[config.mk]
export PLATFORM = sky130hd
export DESIGN_NAME = pwm_multi_ctrl_flat
export DESIGN_NICKNAME = d
export VERILOG_FILES = /design/src/rtl/pwm_multi_ctrl_if.sv /design/src/rtl/pwm_multi_ctrl.sv /design/src/flat_wrapper.sv
export SDC_FILE = /design/constraint.sdc
export NUM_CORES = 1
export LEC_CHECK = 0
export CAP_MARGIN = 20
export CORE_MARGIN = 1
export CORE_UTILIZATION = 45
export DETAILED_ROUTE_END_ITERATION = 12
export PLACE_DENSITY = 0.71
export SYNTH_ARGS = -nofsm -noshare
export SYNTH_HDL_FRONTEND = slang
export SYNTH_SLANG_ARGS = --single-unit
[constraint.sdc]
create_clock -name clk -period 7.5 [get_ports clk]
set_clock_uncertainty 0.15 [all_clocks]
set_input_delay 1.125 -clock clk [delete_from_list [all_inputs] [get_ports clk]]
set_output_delay 1.125 -clock clk [all_outputs]
set_load 0.02 [all_outputs]
[src/rtl/pwm_multi_ctrl_if.sv]
// Command stream for pwm_multi_ctrl: {ch, dir, duty} words with valid/ready.
interface pwm_multi_ctrl_if #(
  parameter int CMD_W = 11
) ();
  logic [CMD_W-1:0] in_data;
  logic             in_valid;
  logic             in_rdy;

  modport master (output in_data, output in_valid, input in_rdy);
  modport slave  (input in_data, input in_valid, output in_rdy);
endinterface

[src/rtl/pwm_multi_ctrl.sv]
// N-channel speed/direction PWM generator fed by a valid/ready command stream.
// A single command register feeds per-channel shadow registers; shadows are
// applied only at a period wrap, and a direction change inserts DEAD_PERIODS
// full periods with spd held low before the new direction and duty take over.
module pwm_multi_ctrl #(
  parameter int NUM_CH       = 3,
  parameter int DUTY_W       = 8,
  parameter int PRESCALE     = 250,
  parameter int DEAD_PERIODS = 2
) (
  input  logic              clk,
  input  logic              rst,
  pwm_multi_ctrl_if.slave   cmd_if,
  output logic [NUM_CH-1:0] spd,
  output logic [NUM_CH-1:0] dir,
  output logic              period_start,
  output logic              busy,
  output logic              err_drop
);

  localparam int CH_W  = (NUM_CH > 1) ? $clog2(NUM_CH) : 1;
  localparam int CH_W1 = CH_W + 1;
  localparam int CMD_W = CH_W + 1 + DUTY_W;
  localparam int PRE_W = (PRESCALE > 1) ? $clog2(PRESCALE) : 1;
  localparam int DC_W  = (DEAD_PERIODS > 0) ? $clog2(DEAD_PERIODS + 1) : 1;

  localparam logic [DUTY_W-1:0] CNT_MAX   = DUTY_W'((1 << DUTY_W) - 2);
  localparam logic [PRE_W-1:0]  PRE_LAST  = PRE_W'(PRESCALE - 1);
  localparam logic [DC_W-1:0]   DEAD_INIT = DC_W'(DEAD_PERIODS);
  localparam logic [CH_W:0]     NUM_CH_L  = CH_W1'(NUM_CH);

  typedef enum logic {
    ST_RUN  = 1'b0,
    ST_DEAD = 1'b1
  } ch_state_e;

  // Timebase
  logic [PRE_W-1:0]  pre_cnt_q, pre_cnt_d;
  logic [DUTY_W-1:0] cnt_q, cnt_d;
  logic              period_start_q, period_start_d;
  logic              tick, wrap;

  // Command register
  logic              cmd_full_q, cmd_full_d;
  logic [CH_W-1:0]   cmd_ch_q, cmd_ch_d;
  logic              cmd_dir_q, cmd_dir_d;
  logic [DUTY_W-1:0] cmd_duty_q, cmd_duty_d;
  logic              err_drop_q, err_drop_d;
  logic [CMD_W-1:0]  in_word;
  logic [CH_W-1:0]   in_ch;
  logic              in_dir;
  logic [DUTY_W-1:0] in_duty;
  logic              accept;
  logic [NUM_CH-1:0] xfer;

  // Per-channel shadow and active state
  logic [NUM_CH-1:0] shadow_full_q, shadow_full_d;
  logic [NUM_CH-1:0] shadow_dir_q, shadow_dir_d;
  logic [DUTY_W-1:0] shadow_duty_q [NUM_CH];
  logic [DUTY_W-1:0] shadow_duty_d [NUM_CH];
  ch_state_e         state_q [NUM_CH];
  ch_state_e         state_d [NUM_CH];
  logic [DC_W-1:0]   dead_cnt_q [NUM_CH];
  logic [DC_W-1:0]   dead_cnt_d [NUM_CH];
  logic [DUTY_W-1:0] duty_act_q [NUM_CH];
  logic [DUTY_W-1:0] duty_act_d [NUM_CH];
  logic [NUM_CH-1:0] dir_q, dir_d;
  logic [NUM_CH-1:0] spd_q, spd_d;
  logic [NUM_CH-1:0] in_dead;

  assign in_word = cmd_if.in_data;
  assign {in_ch, in_dir, in_duty} = in_word;
  assign accept  = cmd_if.in_valid && !cmd_full_q;

  assign cmd_if.in_rdy = !cmd_full_q;
  assign spd           = spd_q;
  assign dir           = dir_q;
  assign period_start  = period_start_q;
  assign err_drop      = err_drop_q;
  assign busy          = cmd_full_q | (|shadow_full_q) | (|in_dead);

  // Tick prescaler and period counter; wrap is the last tick of a period.
  always_comb begin
    tick           = (pre_cnt_q == PRE_LAST);
    wrap           = tick && (cnt_q == CNT_MAX);
    pre_cnt_d      = tick ? '0 : pre_cnt_q + PRE_W'(1);
    cnt_d          = cnt_q;
    if (wrap) begin
      cnt_d = '0;
    end else if (tick) begin
      cnt_d = cnt_q + DUTY_W'(1);
    end
    period_start_d = wrap;
  end

  // Command register: accept when empty, drop bad channels, hand off to a free shadow.
  always_comb begin
    cmd_full_d = cmd_full_q;
    cmd_ch_d   = cmd_ch_q;
    cmd_dir_d  = cmd_dir_q;
    cmd_duty_d = cmd_duty_q;
    err_drop_d = 1'b0;
    xfer       = '0;
    for (int i = 0; i < NUM_CH; i++) begin
      if (cmd_full_q && (cmd_ch_q == CH_W'(i)) && !shadow_full_q[i]) begin
        xfer[i] = 1'b1;
      end
    end
    if (|xfer) begin
      cmd_full_d = 1'b0;
    end
    // in_rdy is !cmd_full, so an accept never coincides with a hand-off.
    if (accept) begin
      if ({1'b0, in_ch} >= NUM_CH_L) begin
        err_drop_d = 1'b1;
      end else begin
        cmd_full_d = 1'b1;
        cmd_ch_d   = in_ch;
        cmd_dir_d  = in_dir;
        cmd_duty_d = in_duty;
      end
    end
  end

  // Flag channels currently holding spd low for a direction reversal.
  always_comb begin
    in_dead = '0;
    for (int i = 0; i < NUM_CH; i++) begin
      in_dead[i] = (state_q[i] == ST_DEAD);
    end
  end

  // Per-channel RUN/DEAD next state, shadow updates and registered PWM compare.
  always_comb begin
    state_d       = state_q;
    dead_cnt_d    = dead_cnt_q;
    duty_act_d    = duty_act_q;
    dir_d         = dir_q;
    shadow_full_d = shadow_full_q;
    shadow_dir_d  = shadow_dir_q;
    shadow_duty_d = shadow_duty_q;
    spd_d         = '0;
    for (int i = 0; i < NUM_CH; i++) begin
      // A duty of all-ones exceeds CNT_MAX, so that channel stays high.
      spd_d[i] = (state_q[i] == ST_RUN) && (cnt_q < duty_act_q[i]);

      // Hand-off only targets an empty shadow; wrap only clears a full one.
      if (xfer[i]) begin
        shadow_full_d[i] = 1'b1;
        shadow_dir_d[i]  = cmd_dir_q;
        shadow_duty_d[i] = cmd_duty_q;
      end

      if (wrap) begin
        if (state_q[i] == ST_DEAD) begin
          if (dead_cnt_q[i] > DC_W'(1)) begin
            dead_cnt_d[i] = dead_cnt_q[i] - DC_W'(1);
          end else begin
            dir_d[i]         = shadow_dir_q[i];
            duty_act_d[i]    = shadow_duty_q[i];
            shadow_full_d[i] = 1'b0;
            dead_cnt_d[i]    = '0;
            state_d[i]       = ST_RUN;
          end
        end else if (shadow_full_q[i]) begin
          if ((shadow_dir_q[i] == dir_q[i]) || (DEAD_PERIODS == 0)) begin
            dir_d[i]         = shadow_dir_q[i];
            duty_act_d[i]    = shadow_duty_q[i];
            shadow_full_d[i] = 1'b0;
          end else begin
            // Shadow is kept through DEAD and applied when the count expires.
            state_d[i]    = ST_DEAD;
            dead_cnt_d[i] = DEAD_INIT;
          end
        end
      end
    end
  end

  // State registers; everything returns to zero on reset, pending commands included.
  always_ff @(posedge clk or posedge rst) begin
    if (rst) begin
      pre_cnt_q      <= '0;
      cnt_q          <= '0;
      period_start_q <= 1'b0;
      cmd_full_q     <= 1'b0;
      cmd_ch_q       <= '0;
      cmd_dir_q      <= 1'b0;
      cmd_duty_q     <= '0;
      err_drop_q     <= 1'b0;
      shadow_full_q  <= '0;
      shadow_dir_q   <= '0;
      dir_q          <= '0;
      spd_q          <= '0;
      for (int i = 0; i < NUM_CH; i++) begin
        shadow_duty_q[i] <= '0;
        state_q[i]       <= ST_RUN;
        dead_cnt_q[i]    <= '0;
        duty_act_q[i]    <= '0;
      end
    end else begin
      pre_cnt_q      <= pre_cnt_d;
      cnt_q          <= cnt_d;
      period_start_q <= period_start_d;
      cmd_full_q     <= cmd_full_d;
      cmd_ch_q       <= cmd_ch_d;
      cmd_dir_q      <= cmd_dir_d;
      cmd_duty_q     <= cmd_duty_d;
      err_drop_q     <= err_drop_d;
      shadow_full_q  <= shadow_full_d;
      shadow_dir_q   <= shadow_dir_d;
      dir_q          <= dir_d;
      spd_q          <= spd_d;
      shadow_duty_q  <= shadow_duty_d;
      state_q        <= state_d;
      dead_cnt_q     <= dead_cnt_d;
      duty_act_q     <= duty_act_d;
    end
  end

endmodule
[src/flat_wrapper.sv]
// flat-port wrapper written by rule: the top's interface ports become plain ports
module pwm_multi_ctrl_flat 
#(
  parameter int NUM_CH       = 3,
  parameter int DUTY_W       = 8,
  parameter int PRESCALE     = 250,
  parameter int DEAD_PERIODS = 2
)
  (clk, rst, spd, dir, period_start, busy, err_drop, cmd_if_in_data, cmd_if_in_valid, cmd_if_in_rdy);
  pwm_multi_ctrl_if cmd_if_i ();
  input  logic clk;
  input  logic rst;
  output logic [NUM_CH-1:0] spd;
  output logic [NUM_CH-1:0] dir;
  output logic period_start;
  output logic busy;
  output logic err_drop;
  input wire logic [$bits(cmd_if_i.in_data)-1:0] cmd_if_in_data;
  input wire logic [$bits(cmd_if_i.in_valid)-1:0] cmd_if_in_valid;
  output wire logic [$bits(cmd_if_i.in_rdy)-1:0] cmd_if_in_rdy;
  assign cmd_if_i.in_data = cmd_if_in_data;
  assign cmd_if_i.in_valid = cmd_if_in_valid;
  assign cmd_if_in_rdy = cmd_if_i.in_rdy;
  pwm_multi_ctrl #(.NUM_CH(NUM_CH), .DUTY_W(DUTY_W), .PRESCALE(PRESCALE), .DEAD_PERIODS(DEAD_PERIODS)) u_core (.clk(clk), .rst(rst), .cmd_if(cmd_if_i), .spd(spd), .dir(dir), .period_start(period_start), .busy(busy), .err_drop(err_drop));
endmodule
==> flow_summary_export.csv <==
group,metric,value,unit
outcome,status,"finished, final reports clean",
job,maxCapViolations,0,
clocking,clock_path_buffers,2,
sta,setup_violations,0,
clocking,cts_setup_buffers,0,
hold_path,worstHoldPathType,"register to register",
worst_setup_path,start_kind,"register",
floorplan,start_util,47.3,%
power,power.switching,310,uW
synthesis,synth_cell_types,42,
power,p_seq_share,57.3,%
power,clkPwrFrac,31.0,%
clocking,cts_root_buf,"clkbuf_8",
route,post_drt_wl_per_cell,16.1,um
route,vias_per_cell,5.38,
synthesis,ys_seq_elements,99,
worst_setup_path,crit_path_max_fanout,8,
sta,period_share,41.6,%
sta,hold_viol,0,
clocking,cts_buffers,9,
power,p_int,845,uW
power,power_leakage,0.00242,uW
route,ant_nets,0,
placement,dp.final_hpwl,5920,um
grt,antenna_found_initial,0,
floorplan,die_h,104,um
sta,fin_crit,3120,ps
floorplan,die-area,10900,um2
clocking,postCtsHoldBufs,0,
synthesis,netlist_area,4710,um2
finish,final_util,52.9,%
clocking,cts_resized,0,
clocking,clkSlewWorstSetupHoldPaths,100,ps
sta,tightest_slew,1100,ps
finish,num_antenna_cells,0,
synthesis,ys_seq_area_share,52.6,%
sta,report.final.slew_viol_count,0,
synthesis,yosysWarnings,0,
clocking,insertion_delay,380,ps
route,first_iter_violations,109,
grt,first_global_vias,2899,
sta,rsz0062_at_grt,"false",
worst_setup_path,crit_arrival,1850,ps
floorplan,num_rows,36,
finish,fin_nets,432,
synthesis,avgSynthCellArea,12.9,um2
grt,grt_start_max_net_pins,72,
finish,most-common-layout-cells,"99 x dfrtp_1, 37 x mux2_2, 28 x inv_1",
grt,overflow,0,
sta,fmaxAchievable,0.320,GHz
power,pwr-share-comb,11.7,%
route,drc,0,
worst_setup_path,path_class,"register to output pin",
synthesis,syn-num-nets,404,
floorplan,die_width,104,um
sta,tns,0,ps
placement,routabilityCongestion,0.890,
route,vias,2855,
finish,final_layout_size_suffix_gt1_share,23.6,%
placement,io_buffer_count,23,
clocking,cts_sinks,99,
sta,relSlewSlack,26.4,%
worst_setup_path,critPathRequiredTime,6220,ps
clocking,cts_tree,"yes",
route,wl,8530,um
sta,holdWs,335,ps
clocking,cts_max_level,3,
grt,grt_pass1_wl,14500,um
floorplan,coreArea,9950,um2
power,swShare,26.8,%
worst_setup_path,reg2reg_slack,4920,ps
grt,grt_util_all_layers,17.3,%
power,vdd_drop_max,124,uV
power,p_per_area,219,nW/um2
finish,area_growth,11.7,%
worst_setup_path,end_kind,"output pin",
route,first_pass_iters,4,
finish,layout_commonest_cell,"dfrtp_1",
floorplan,io_pins,24,
synthesis,synth_cells,365,
[final timing paths]
path | start | to | depth (start not counted)
setup / recovery | u_core.in_dead[2] | busy | 3
hold / removal | u_core.dead_cnt_q[0] | u_core.dead_cnt_q[0] | 1
setup reg to reg | u_core.pre_cnt_q[1] | u_core.duty_act_q[17] | 7
hold reg to reg | u_core.dead_cnt_q[0] | u_core.dead_cnt_q[0] | 1
max in group asynchronous | rst | u_core.err_drop | 3
min in group asynchronous | rst | u_core.dead_cnt_q[1] | 2
[critical path: stages (launching register included)]
cell and delay, ps:
dfrtp_1 490, nor4_1 330, nand2_1 100, clkdlybuf4s50_1 550
[metal layers]
metal  global-route usage (%)  part of all wire, %  vias up
li1                         -                    -     1366
met5                        0                    0        -
met1                     23.4                   49     1438
met3                     4.51                  2.6       17
met4                     6.63                  1.9        0
met2                     26.5                   47       34
[power by group through the flow]
stage | combinational [uW] | sequential [uW] | clock [uW]
after global placement | 131 | 670 | 0
after global routing | 151 | 673 | 388
after floorplan | 110 | 654 | 0
after detailed placement | 137 | 674 | 0
final | 135 | 662 | 357
after CTS | 138 | 662 | 367
[synthesized netlist by cell type]
master,count,area [um2]
a2111oi_0,3,26.3
a211oi_1,3,22.5
a21o_1,6,45.0
a21oi_1,11,55.1
a22o_1,1,8.76
a31oi_1,7,43.8
a41o_2,1,11.3
and3_1,2,12.5
buf_12,2,40.0
buf_6,1,11.3
clkbuf_1,5,18.8
clkinv_8,1,16.3
dfrtp_1,99,2480
ha_1,25,313
inv_1,29,109
mux2_2,37,417
mux2_4,27,405
nand2_1,5,18.8
nand2b_1,4,25.0
nand3_1,9,45.0
nand3_4,1,17.5
nand4_1,3,18.8
nand4b_2,1,15.0
nor2_1,17,63.8
nor2b_1,5,31.3
nor3_1,6,30.0
nor3_2,2,20.0
nor3b_1,3,22.5
nor4_1,4,25.0
o2111ai_1,3,26.3
o21a_1,3,22.5
o21ai_0,16,80.1
o21ai_1,1,5.00
o21ai_4,3,48.8
o22a_1,1,8.76
o31a_1,3,26.3
o41ai_1,1,8.76
or2_2,1,6.26
or3_1,1,6.26
or4_4,1,11.3
xnor2_1,6,52.6
xor2_1,5,43.8
[state kept, by name (all words and copies together) (netlist names), 6 cells and up]
name                  cells
u_core.dead_cnt_q         6
u_core.pre_cnt_q          8
u_core.cnt_q              8
u_core.cmd_duty_q         8
u_core.shadow_duty_q     24
u_core.duty_act_q        24
[final cells by class]
| type | count | area [um2] |
|---|---|---|
| fill | 874 | 4690 |
| tap | 133 | 166 |
| multi-input combinational | 228 | 2040 |
| inverter | 30 | 128 |
| clock inverter | 7 | 83.8 |
| sequential | 99 | 2480 |
| clock buffer | 9 | 124 |
| timing repair buffer | 25 | 245 |
[cell families (layout without fill, tap and decap cells)]
logic type / Yosys count / count (layout) / share of synthesized area [%]
mux: 64 / 64 / 17.4
buf+inv: 38 / 71 / 4.14
fa+ha+maj: 25 / 25 / 6.64
simple gates: 65 / 65 / 7.83
compound gates: 63 / 63 / 9.32
flops: 99 / 99 / 52.6
xor+xnor: 11 / 11 / 2.04
[stage by stage]
step / setup slack (ps) / instance area [um2] / total power, uW / instances
after global routing: 4270 / 5260 / 1210 / 531
final: 4380 / 5260 / 1150 / 531
after floorplan: 3630 / 4710 / 764 / 365
after CTS: 4350 / 5260 / 1170 / 531
after detailed placement: 4600 / 5060 / 811 / 515
after global placement: 4620 / 5060 / 801 / 515
No activity file was read; power rests on OpenSTA's default activity.
